--- src/rtl/acumulador_bcd_if.sv ---
// Keypad-to-accumulator bus: scanner key stream in, BCD entry and committed value out.
interface acumulador_bcd_if #(
    parameter int unsigned N_DIGITOS = 4,
    parameter int unsigned W_VALOR   = 14
) ();
    logic [3:0]             key_code;
    logic                   key_valid;
    logic [4*N_DIGITOS-1:0] digitos;
    logic [3:0]             num_digitos;
    logic                   ocupado;
    logic [W_VALOR-1:0]     valor;
    logic                   valor_valido;
    logic                   erro;

    // Scanner / consumer side
    modport master (
        output key_code,
        output key_valid,
        input  digitos,
        input  num_digitos,
        input  ocupado,
        input  valor,
        input  valor_valido,
        input  erro
    );

    // Accumulator side
    modport slave (
        input  key_code,
        input  key_valid,
        output digitos,
        output num_digitos,
        output ocupado,
        output valor,
        output valor_valido,
        output erro
    );
endinterface

--- src/rtl/acumulador_bcd.sv ---
// Decimal entry accumulator: shifts key digits into a BCD buffer, '*' clears,
// '#' runs a digit-serial BCD-to-binary conversion and publishes the value.
module acumulador_bcd #(
    parameter int unsigned N_DIGITOS = 4,
    parameter int unsigned W_VALOR   = 14
) (
    input  logic             clk,
    input  logic             rst,
    acumulador_bcd_if.slave  bus
);
    localparam int unsigned W_DIG = 4 * N_DIGITOS;
    localparam int unsigned W_IDX = (N_DIGITOS > 1) ? $clog2(N_DIGITOS) : 1;
    localparam logic [3:0]  TECLA_LIMPA    = 4'hE;
    localparam logic [3:0]  TECLA_CONFIRMA = 4'hF;
    localparam logic [3:0]  MAX_DIGITO     = 4'd9;

    typedef enum logic {ENTRADA, CONVERTE} estado_t;

    estado_t              state_q, state_d;
    logic                 key_valid_q;
    logic [W_DIG-1:0]     digitos_q, digitos_d;
    logic [3:0]           num_q, num_d;
    logic [W_IDX-1:0]     idx_q, idx_d;
    logic [W_VALOR-1:0]   acc_q, acc_d;
    logic [W_VALOR-1:0]   valor_q, valor_d;
    logic                 valor_valido_q, valor_valido_d;
    logic                 erro_q, erro_d;
    logic                 ocupado_q, ocupado_d;

    logic                 press_c;
    logic [3:0]           dig_sel_c;
    logic [W_VALOR-1:0]   acc_prox_c;

    // Rising edge of key_valid marks a new press
    assign press_c = bus.key_valid & ~key_valid_q;

    // Pick the BCD digit currently addressed by the conversion index
    always_comb begin
        dig_sel_c = 4'd0;
        for (int k = 0; k < int'(N_DIGITOS); k++) begin
            if (idx_q == W_IDX'(k)) begin
                dig_sel_c = digitos_q[4*k +: 4];
            end
        end
    end

    // acc*10 + digit, with *10 as shift-and-add truncated to the result width
    assign acc_prox_c = (acc_q << 3) + (acc_q << 1) + W_VALOR'(dig_sel_c);

    // Next-state and datapath decode
    always_comb begin
        state_d        = state_q;
        digitos_d      = digitos_q;
        num_d          = num_q;
        idx_d          = idx_q;
        acc_d          = acc_q;
        valor_d        = valor_q;
        valor_valido_d = 1'b0;
        erro_d         = 1'b0;

        case (state_q)
            ENTRADA: begin
                if (press_c) begin
                    if (bus.key_code <= MAX_DIGITO) begin
                        if (num_q < 4'(N_DIGITOS)) begin
                            digitos_d = (digitos_q << 4) | W_DIG'(bus.key_code);
                            num_d     = num_q + 4'd1;
                        end else begin
                            erro_d = 1'b1;
                        end
                    end else if (bus.key_code == TECLA_LIMPA) begin
                        digitos_d = '0;
                        num_d     = 4'd0;
                    end else if (bus.key_code == TECLA_CONFIRMA) begin
                        if (num_q == 4'd0) begin
                            erro_d = 1'b1;
                        end else begin
                            acc_d   = '0;
                            idx_d   = W_IDX'(num_q - 4'd1);
                            state_d = CONVERTE;
                        end
                    end else begin
                        erro_d = 1'b1;
                    end
                end
            end
            CONVERTE: begin
                acc_d = acc_prox_c;
                if (idx_q == '0) begin
                    valor_d        = acc_prox_c;
                    valor_valido_d = 1'b1;
                    digitos_d      = '0;
                    num_d          = 4'd0;
                    state_d        = ENTRADA;
                end else begin
                    idx_d = idx_q - W_IDX'(1);
                end
            end
            default: state_d = ENTRADA;
        endcase

        ocupado_d = (state_d == CONVERTE);
    end

    // State register
    always_ff @(posedge clk) begin
        if (rst) begin
            state_q <= ENTRADA;
        end else begin
            state_q <= state_d;
        end
    end

    // Datapath and output registers; key_valid_q resets high to ignore keys held through reset
    always_ff @(posedge clk) begin
        if (rst) begin
            key_valid_q    <= 1'b1;
            digitos_q      <= '0;
            num_q          <= 4'd0;
            idx_q          <= '0;
            acc_q          <= '0;
            valor_q        <= '0;
            valor_valido_q <= 1'b0;
            erro_q         <= 1'b0;
            ocupado_q      <= 1'b0;
        end else begin
            key_valid_q    <= bus.key_valid;
            digitos_q      <= digitos_d;
            num_q          <= num_d;
            idx_q          <= idx_d;
            acc_q          <= acc_d;
            valor_q        <= valor_d;
            valor_valido_q <= valor_valido_d;
            erro_q         <= erro_d;
            ocupado_q      <= ocupado_d;
        end
    end

    assign bus.digitos      = digitos_q;
    assign bus.num_digitos  = num_q;
    assign bus.ocupado      = ocupado_q;
    assign bus.valor        = valor_q;
    assign bus.valor_valido = valor_valido_q;
    assign bus.erro         = erro_q;
endmodule

--- src/flat_wrapper.sv ---
// flat-port wrapper written by rule: the top's interface ports become plain ports
module acumulador_bcd_flat 
#(
    parameter int unsigned N_DIGITOS = 4,
    parameter int unsigned W_VALOR   = 14
)
  (clk, rst, bus_key_code, bus_key_valid, bus_digitos, bus_num_digitos, bus_ocupado, bus_valor, bus_valor_valido, bus_erro);
  acumulador_bcd_if #(.N_DIGITOS(N_DIGITOS), .W_VALOR(W_VALOR)) bus_i ();
  input  logic clk;
  input  logic rst;
  input wire logic [$bits(bus_i.key_code)-1:0] bus_key_code;
  input wire logic [$bits(bus_i.key_valid)-1:0] bus_key_valid;
  output wire logic [$bits(bus_i.digitos)-1:0] bus_digitos;
  output wire logic [$bits(bus_i.num_digitos)-1:0] bus_num_digitos;
  output wire logic [$bits(bus_i.ocupado)-1:0] bus_ocupado;
  output wire logic [$bits(bus_i.valor)-1:0] bus_valor;
  output wire logic [$bits(bus_i.valor_valido)-1:0] bus_valor_valido;
  output wire logic [$bits(bus_i.erro)-1:0] bus_erro;
  assign bus_i.key_code = bus_key_code;
  assign bus_i.key_valid = bus_key_valid;
  assign bus_digitos = bus_i.digitos;
  assign bus_num_digitos = bus_i.num_digitos;
  assign bus_ocupado = bus_i.ocupado;
  assign bus_valor = bus_i.valor;
  assign bus_valor_valido = bus_i.valor_valido;
  assign bus_erro = bus_i.erro;
  acumulador_bcd #(.N_DIGITOS(N_DIGITOS), .W_VALOR(W_VALOR)) u_core (.clk(clk), .rst(rst), .bus(bus_i));
endmodule
--- config.mk ---
export PLATFORM = sky130hd
export DESIGN_NAME = acumulador_bcd_flat
export DESIGN_NICKNAME = d
export VERILOG_FILES = /design/src/rtl/acumulador_bcd_if.sv /design/src/rtl/acumulador_bcd.sv /design/src/flat_wrapper.sv
export SDC_FILE = /design/constraint.sdc
export NUM_CORES = 1
export LEC_CHECK = 0
export CORE_ASPECT_RATIO = 1.75
export CORE_MARGIN = 10
export CORE_UTILIZATION = 43
export DETAILED_ROUTE_END_ITERATION = 12
export HOLD_SLACK_MARGIN = 0.1
export PLACE_DENSITY = 0.66
export SYNTH_ARGS = -nofsm -noshare
export SYNTH_HDL_FRONTEND = slang
export SYNTH_SLANG_ARGS = --single-unit
--- constraint.sdc ---
create_clock -name clk -period 9.5 [get_ports clk]
set_input_delay 0.95 -clock clk [delete_from_list [all_inputs] [get_ports clk]]
set_output_delay 0.95 -clock clk [all_outputs]
set_load 0.02 [all_outputs]
======== Word-level counts from Yosys, hierarchy flattened ========
Index checks and enable logic that the tools add are counted.
cells by class
  add/sub/neg operators ................... 5
  order comparisons ....................... 2
  eq/ne operators ......................... 14
  multiplexer cells ....................... 42
  bitwise logic cells ..................... 5
  reduce and logical (&&, ||, !) cells .... 8
operators by type and width
  kind                   number
  $mux W16               5
  $mux W13               5
  $mux W4                9
  $pmux W16 S2           1
  $pmux W13 S2           1
  $or A16 B4 Y16         1
  $add A14 B14 Y14       1
  $add A14 B4 Y14        1
  $mux W1                12
  $mux W2                6
  $ne A2 B2 Y1 const B   5
  $eq A4 B4 Y1 const B   2
  $pmux W4 S2            1
  $reduce_and A6 Y1      1
  $reduce_and A5 Y1      1
  $add A4 B1 Y4 const B  1
  $eq A2 B2 Y1 const B   2
  $le A4 B4 Y1 const B   1
  $logic_not A4 Y1       1
  $lt A4 B3 Y1 const B   1
  $ne A2 B1 Y1 const B   2
  $pmux W2 S2            1
  $reduce_and A4 Y1      1
  $sub A2 B1 Y2 const B  2
  other kinds (10)       12
word-level totals
  flip-flop bits (word level) ............. 53
  output and inout port bits .............. 37
  logic and storage cells ................. 85

======== Longest topological paths before layout ========
Gate-level depths: netlist of run 1.
  depth after elaboration ................. 7
  mapped depth ............................ 18
  mapped depth without buffers ............ 18

======== Least setup slack after synthesis of run 1 ========
OpenSTA, ideal clock, no wires.
  path kind ............................... flip-flop to flip-flop
  from .................................... reg u_core.idx_q[1]
  to ...................................... reg u_core.valor_q[10], in the netlist u_core.bus.valor[10]
  data arrival time ....................... 2946 ps
  required time ........................... 9383 ps
  path slack .............................. 6438 ps
  stages on the path, launching flop included .. 18
  buffers on the path ..................... 1
  clock period less this slack ............ 3062 ps
  cells stage by stage .................... dfxtp_1 -> inv_1 -> ha_1 -> clkbuf_1 -> nor2_1 -> a21oi_1 -> nor2_1 -> a21oi_1 -> o21ai_0 -> fa_1 -> inv_1 -> fa_1 -> nor2b_1 -> nor2_1 -> o21ai_0 -> o22ai_1 -> xnor2_1 -> a22o_1
on the way
  cells in the longest elaborated chain, start to end .. 6
RTL lines
  item                    RTL line                                    text
  from (decl)             acumulador_bcd.sv:23                        logic [W_IDX-1:0] idx_q, idx_d;
  from (signal assigned)  acumulador_bcd.sv:130                       idx_q <= idx_d;
  $logic_not A2 Y1        acumulador_bcd.sv:41, acumulador_bcd.sv:89
  $mux W4 (4 in series)   acumulador_bcd.sv:41                        if (idx_q == W_IDX'(k)) begin
  $add A14 B4 Y14         acumulador_bcd.sv:48                        assign acc_prox_c = (acc_q << 3) + (acc_q << 1) + W_VALOR'(dig_sel_c);
  to (signal assigned)    acumulador_bcd.sv:132                       valor_q <= valor_d;
  to (decl)               acumulador_bcd.sv:25                        logic [W_VALOR-1:0] valor_q, valor_d;
Several ways; a longest one is shown, not always the timed one.
A chain may end at the register's enable or synchronous reset.

======== Final worst setup path of run 1 ========
  from .................................... reg u_core.idx_q[0]
  to ...................................... reg u_core.valor_q[10], in the netlist u_core.bus.valor[10]
The elaborated chain is that of the path after synthesis.

==> metrics.log, run 1 <==
[metrics] critical path class: flop to flop
[metrics] standard cell core area: ~6400 µm²
[metrics] Most used DFF post-synth: sky130_fd_sc_hd__dfxtp_1
[metrics] level count of the clock H-tree: 2
[metrics] synthesis warning total: 0
[metrics] layer with the highest usage: met2
[metrics] Static Leak: 1.32 nW
[metrics] share of layout cells above drive strength 1: 0.0632
[metrics] biggest area contributors in the synthesized netlist: sky130_fd_sc_hd__dfxtp_1 (38%), sky130_fd_sc_hd__ha_1 (12%), sky130_fd_sc_hd__nand2_1 (8.1%)
[metrics] Netlist cell types: between 40 and 50
[metrics] clk sinks: 53
[metrics] pwr dens: roughly 120 nW/µm²
[metrics] first-pass GRT wire length: around 12000 µm
[metrics] hold crit path type: flop to flop
[metrics] power consumption: ~420 µW
[metrics] maximum number of pins on one net before global-route repair: 28
[metrics] arrival time reported for the critical path endpoint: between 3000 and 4000 ps
[metrics] outcome: completed
[metrics] Placed Cells incl. Taps: 454
[metrics] violation count after the first detailed-route iteration: 120
[metrics] number of instances resized during post-cts repair: 0
[metrics] via total after detailed routing: 2480
[metrics] total overflow reported by the global router: 0
[metrics] EDFF count, synth: 0
[metrics] GP Congestion: 0.845
[metrics] Starting Density: 0.438
[metrics] Syn-to-layout area delta: 22.5%
[metrics] maximum VDD drop: 0.0992 mV
[metrics] all-layer global routing usage: 0.149
[metrics] clock tree from TritonCTS: yes
[metrics] number of nets in the finished design: 416
[metrics] number of buffers created by CTS: 5
[metrics] max-slew violations: 0
[metrics] final hold vios: 0
[metrics] total of max-cap violations: 0
[metrics] count of non-filler cells in the finished layout: approximately 460
[metrics] Period minus WS final: 3390 ps
[metrics] global-route track usage on met1: 0.148
[metrics] mean cell area of the mapped netlist: a little over 8 µm²
[metrics] max_slew headroom: 0.497
[metrics] number of buffers added on ports: between 40 and 50
[metrics] synthesized netlist net count: around 380
[metrics] post-detailed-routing wire length: 7270 µm
[metrics] number of storage elements in the synthesis netlist: between 50 and 60
[metrics] Die Height: 127 µm
[metrics] required time of the critical path: 9690 ps
[metrics] sum of net half-perimeters after detailed placement: between 5000 and 6000 µm
[metrics] clock latency on the worst-skew pair: ~300 ps
[metrics] Vias/cell: between 5 and 6
[metrics] Chip Width: just over 80 µm
[metrics] hold-fix buffer count after cts: 0
[metrics] CTS Root Cell: sky130_fd_sc_hd__clkbuf_16
[metrics] met2 track demand over resource: 0.280
[metrics] portion of the post-synthesis area used by sequential elements: 0.376
[metrics] top cells by instance count after synthesis: sky130_fd_sc_hd__nand2_1 (61), sky130_fd_sc_hd__dfxtp_1 (53), sky130_fd_sc_hd__a21oi_1 (45)
[metrics] Mapped Area: 2820 µm²
[metrics] final clock skew: 7.82 ps
[metrics] buffers inserted by post-CTS timing repair: 0
[metrics] Die Footprint: between 10000 and 15000 µm²
[metrics] fraction of post-synthesis cell area in the top cell type by area: 0.376
[metrics] drc violations: 0
[metrics] share of synthesized registers carrying an async set or reset: 0
[metrics] number of diodes added for antenna fixing: 0
[metrics] Worst Max-Slew Pin Slew: around 750 ps
[metrics] kind of end point of the critical path: flop
[metrics] Sum Neg Setup Slack: 0 ps
[metrics] total setup violations reported at the end of the flow: 0
[metrics] largest area contributor in the synthesized netlist: sky130_fd_sc_hd__dfxtp_1
[metrics] sort of element at the start of the critical path: flop
[metrics] Final Instance Area: roughly 3500 µm²
[metrics] Routed wire per std cell: approximately 16 µm
[metrics] Fmax achieved: between 200 and 300 MHz
[metrics] total I/O pin count: 44
[metrics] Mapped Cells: roughly 340
[metrics] number of buffers on the longest clock path: 2
[metrics] number of antenna violations at the first check in global routing: 0
[metrics] crit share post-route: 0.357
[metrics] number of global-route vias before repair: ~2600
[metrics] Pre-antenna DRT Iters: 4
[metrics] Critical Path Fanout Max: 6
[metrics] count leader, synth: sky130_fd_sc_hd__nand2_1
[metrics] unrepaired setup endpoints after global routing: false
[metrics] FP Rows: 39
[metrics] total cell area at the placement stage: between 3000 and 4000 µm²
[metrics] post-route ant nets: 0
[metrics] met3 global-route usage: 0.0407
[metrics] Clock Pin Slew Worst Setup and Hold Paths: ~70 ps
## final cells by class
type | count | area (µm²)
Timing Repair Buffer | 45 | 445
Inverter | 13 | 48.8
Clock buffer | 5 | 125
Fill cell | 630 | 2990
Multi-Input combinational cell | 261 | 1650
Clock inverter | 3 | 17.5
Sequential cell | 53 | 1060
Tap cell | 82 | 103
## path summary, 6_finish.rpt
path / startpoint / endpoint / slack [ps] / cells past startpoint
setup / recovery: u_core.idx_q[0] / u_core.bus.valor[10] / 6110 / 17
hold reg to reg: u_core.bus.valor[2] / u_core.bus.valor[2] / 460 / 2
hold / removal: u_core.bus.valor[2] / u_core.bus.valor[2] / 460 / 2
setup reg to reg: u_core.idx_q[0] / u_core.bus.valor[10] / 6110 / 17
## kinds of logic after synthesis
group	after synthesis	share of synthesized area
AOI/OAI and AO/OA	97	0.221
buffers and inverters	25	0.0373
DFF	53	0.376
xor gates and xnor gates	12	0.0373
muxes	1	0.00355
and+or+nand+nor	121	0.186
adders and majority gates	30	0.138
## worst max-delay path, cell delays in order (launching register included)
cell,delay [ps]
sky130_fd_sc_hd__dfxtp_1,400
sky130_fd_sc_hd__inv_1,100
sky130_fd_sc_hd__ha_1,270
sky130_fd_sc_hd__nand2_1,90
sky130_fd_sc_hd__nor2_1,40
sky130_fd_sc_hd__a21oi_1,110
sky130_fd_sc_hd__nor2_1,50
sky130_fd_sc_hd__a21oi_1,110
sky130_fd_sc_hd__o21ai_0,110
sky130_fd_sc_hd__fa_1,520
sky130_fd_sc_hd__inv_1,70
sky130_fd_sc_hd__fa_1,460
sky130_fd_sc_hd__nor2b_1,170
sky130_fd_sc_hd__nor2_1,70
sky130_fd_sc_hd__o21ai_0,220
sky130_fd_sc_hd__o22ai_1,120
sky130_fd_sc_hd__xnor2_1,170
sky130_fd_sc_hd__a22o_1,200
## per-stage QoR
stage,util,worst slack [ps],hold slack [ps]
3_5_place_dp,0.514,6120,453
5_1_grt,0.536,5750,488
4_1_cts,0.536,6090,462
2_1_floorplan,-,6440,429
6_report,0.536,6110,459
3_3_place_gp,0.514,6260,440
## placed cells by master (no fill, tap or decap), drive strengths merged, types with 5 or more instances in the layout
| cell type | instances |
|---|---|
| ha | 28 |
| inv | 13 |
| nor2 | 35 |
| nand2 | 63 |
| clkdlybuf4s50 | 43 |
| xnor2 | 8 |
| dfxtp | 53 |
| nand3 | 8 |
| clkbuf | 5 |
| a31oi | 7 |
| o21ai | 18 |
| a21oi | 47 |
| a22o | 8 |
## routing by layer
metal,share of wire,up-vias
li1,-,1261
met2,0.54,38
met1,0.39,1172
met3,0.046,9
met5,0,-
met4,0.021,0
## flip-flops by register name, indices dropped and copies added (netlist names)
signal / flops
u_core.acc_q: 13
u_core.bus.digitos: 16
u_core.bus.erro: 1
u_core.bus.num_digitos: 4
u_core.bus.ocupado: 1
u_core.bus.valor: 14
u_core.bus.valor_valido: 1
u_core.idx_q: 2
u_core.key_valid_q: 1
## power by group
part	internal, mW	switching, mW	leakage [nW]	total [mW]
sequential	0.223	0.000888	0.427	0.224
combinational	0.00666	0.0121	0.826	0.0188
clock	0.0969	0.0840	0.0696	0.181
No activity file was read; power rests on OpenSTA's default activity.
==> run 2: changes to the inputs <==
- clock period: 9.5 -> 3.16 ns (I/O delays scaled with it)
==> run 2 against run 1 <==
Sequential share of layout area decreased by 1.9 points. Sequential cell count unchanged. Final area increased by 6.9%. Global-route usage increased by 0.50 points.
==> metrics.log, run 2 (same netlist as run 1, synthesis figures left out) <==
[metrics] Routed wire per std cell: 16.1 µm (+2.6%)
[metrics] clk sinks: 53 (unchanged)
[metrics] metal3 WL: 347 µm (+4.5%)
[metrics] number of buffers added on ports: 43 (unchanged)
[metrics] Die Footprint: 10300 µm² (unchanged)
[metrics] FP Rows: 39 (unchanged)
[metrics] cell type with the highest occurrence count on the critical path: sky130_fd_sc_hd__a21oi_1
[metrics] Static Leak: 1.46 nW (+11%)
[metrics] CTS Root Cell: sky130_fd_sc_hd__clkbuf_16
[metrics] family with the most delay on the worst path: adder cells
[metrics] Register Area: 1070 µm² (+0.47%)
[metrics] total I/O pin count: 44 (unchanged)
[metrics] top metal layer carrying routed signals: met4
[metrics] most common cell after layout, fill and taps aside: sky130_fd_sc_hd__nand2_1
[metrics] violation count after the first detailed-route iteration: 104 (-13%)
[metrics] clock tree from TritonCTS: yes
[metrics] Clock Pin Slew Worst Setup and Hold Paths: 70 ps (about the same)
[metrics] Pre-antenna DRT Iters: 4 (unchanged)
[metrics] list of cells traversed by the critical path: inv_4 -> ha_4 -> buf_6 -> nand2_2 -> nor2_1 -> a21oi_1 -> nor2_1 -> a21oi_1 -> o21ai_1 -> ha_1 -> ha_2 -> inv_2 -> fa_2 -> nor2b_2 -> nor2_2 -> o211ai_1 -> a21oi_1 -> xor2_1 -> o21ai_1
[metrics] number of buffers created by CTS: 5 (unchanged)
[metrics] required time of the critical path: 3390 ps (-6300 ps)
[metrics] Largest stage delay, worst path: 390 ps (-130 ps)
[metrics] kind of end point of the critical path: flop
[metrics] number of global-route vias before repair: 2673 (+4.1%)
[metrics] post-route ant nets: 0 (unchanged)
[metrics] post-detailed-routing wire length: 7730 µm (+6.4%)
[metrics] arrival time reported for the critical path endpoint: 3320 ps (-260 ps)
[metrics] total setup violations reported at the end of the flow: 0 (unchanged)
[metrics] met2 wire len: 4210 µm (+6.6%)
[metrics] clock latency on the worst-skew pair: 290 ps (about the same)
[metrics] Critical Path Fanout Max: 5 (-1)
[metrics] commonest cells after routing, fill and taps aside: sky130_fd_sc_hd__nand2_1 (60), sky130_fd_sc_hd__dfxtp_1 (51), sky130_fd_sc_hd__a21oi_1 (43), sky130_fd_sc_hd__clkdlybuf4s50_1 (43), sky130_fd_sc_hd__nor2_1 (33)
[metrics] crit share post-route: 0.977 (+0.620)
[metrics] share of layout cells above drive strength 1: 0.141 (+0.0779)
[metrics] total area of multi-input combinational cells: 1730 µm² (+4.5%)
[metrics] number of buffers on the longest clock path: 2 (unchanged)
[metrics] via total after detailed routing: 2549 (+2.8%)
[metrics] first-pass GRT wire length: 12800 µm (+3.9%)
[metrics] number of fill cells in the layout: 608 (-3.5%)
[metrics] Fmax achieved: 324 MHz (+9.9%)
[metrics] Die Height: 127 µm (unchanged)
[metrics] sum of net half-perimeters after detailed placement: 5780 µm (+3.7%)
[metrics] maximum number of pins on one net before global-route repair: 20 (-29%)
[metrics] GP Congestion: 0.882 (+4.3%)
[metrics] all-layer global routing usage: 0.154 (+0.00500)
[metrics] number of buffers and inverters on the critical path: 3 (+1)
[metrics] critical path class: flop to flop
[metrics] final hold vios: 0 (unchanged)
[metrics] pwr dens: 366 nW/µm² (+200%)
[metrics] max_slew headroom: 0.489 (-0.00801)
[metrics] unrepaired setup endpoints after global routing: true
[metrics] standard cell core area: 6440 µm² (unchanged)
[metrics] number of antenna violations at the first check in global routing: 0 (unchanged)
[metrics] length of routed wiring on met1: 2960 µm (+4.5%)
[metrics] Worst Max-Slew Pin Slew: 766 ps (+12.0 ps)
[metrics] Syn-to-layout area delta: 31.0%
[metrics] number of nets in the finished design: 433 (+4.1%)
[metrics] number of diodes added for antenna fixing: 0 (unchanged)
[metrics] hold crit path type: flop to flop
[metrics] power consumption: 1.35 mW (+220%)
[metrics] max-slew violations: 0 (unchanged)
[metrics] Vias/cell: 5.32 (-0.87%)
[metrics] Period minus WS final: 3090 ps (-305 ps)
[metrics] crit path max-delay cell type: sky130_fd_sc_hd__fa_2
[metrics] sort of element at the start of the critical path: flop
[metrics] max reg flops: 16 (unchanged)
[metrics] Starting Density: 0.438 (unchanged)
[metrics] Sum Neg Setup Slack: 0 ps (unchanged)
[metrics] hold-fix buffer count after cts: 0 (unchanged)
[metrics] total of max-cap violations: 0 (unchanged)
[metrics] drc violations: 0 (unchanged)
[metrics] outcome: completed
[metrics] maximum VDD drop: 0.265 mV (+170%)
[metrics] level count of the clock H-tree: 2 (unchanged)
[metrics] total overflow reported by the global router: 0 (unchanged)
[metrics] final clock skew: 8.24 ps (+0.412 ps)
[metrics] Chip Width: 81.2 µm (unchanged)
==> run 2: layout make-up <==
type / count / share of cell area
Clock buffer: 6 / 0.0349
Clock inverter: 2 / 0.0105
Inverter: 13 / 0.0139
Multi-Input combinational cell: 261 / 0.468
Sequential cell: 53 / 0.289
Tap cell: 82 / 0.0278
Timing Repair Buffer: 62 / 0.156
==> run 2: final timing paths <==
path                        from                  end  slack [ps]  depth (start not counted)
min          u_core.bus.valor[5]  u_core.bus.valor[5]         460                          2
min reg2reg  u_core.bus.valor[5]  u_core.bus.valor[5]         460                          2
max reg2reg      u_core.idx_q[0]     u_core.acc_q[12]          70                         19
max              u_core.idx_q[0]     u_core.acc_q[12]          70                         19
==> run 2: repair_timing <==
action	in CTS	in global routing
endpoints found under the setup margin	7	13
resized for setup	4	24
buffers inserted	4	4
pin swaps	3	17
==> run 2: metrics by stage <==
| stage | worst slack (ps) | utilization | area [µm²] | hold WS (ps) | cells |
|---|---|---|---|---|---|
| after floorplan | 97.6 | - | 2820 | 423 | 339 |
| after global placement | 43.0 | 0.526 | 3390 | 442 | 464 |
| after detailed placement | -37.8 | 0.526 | 3390 | 450 | 464 |
| after CTS | 27.5 | 0.558 | 3600 | 459 | 476 |
| after global routing | -48.7 | 0.573 | 3690 | 482 | 479 |
| final | 73.6 | 0.573 | 3690 | 455 | 479 |
==> run 2: metal layers <==
metal,GRT usage,vias up
met5,0,-
met4,0.0624,0
met3,0.0393,14
met2,0.286,48
met1,0.155,1194
li1,-,1293
==> run 2: power by group <==
group          leakage, nW  internal [mW]  total, mW  switching [mW]
combinational        0.955         0.0212     0.0584          0.0372
clock               0.0810          0.376      0.620           0.244
sequential           0.429          0.669      0.672         0.00229
==> run 2: worst min-delay path: stages (launching register included) <==
cell,delay [ps]
sky130_fd_sc_hd__dfxtp_1,310
sky130_fd_sc_hd__nand2_1,50
sky130_fd_sc_hd__a21oi_1,50
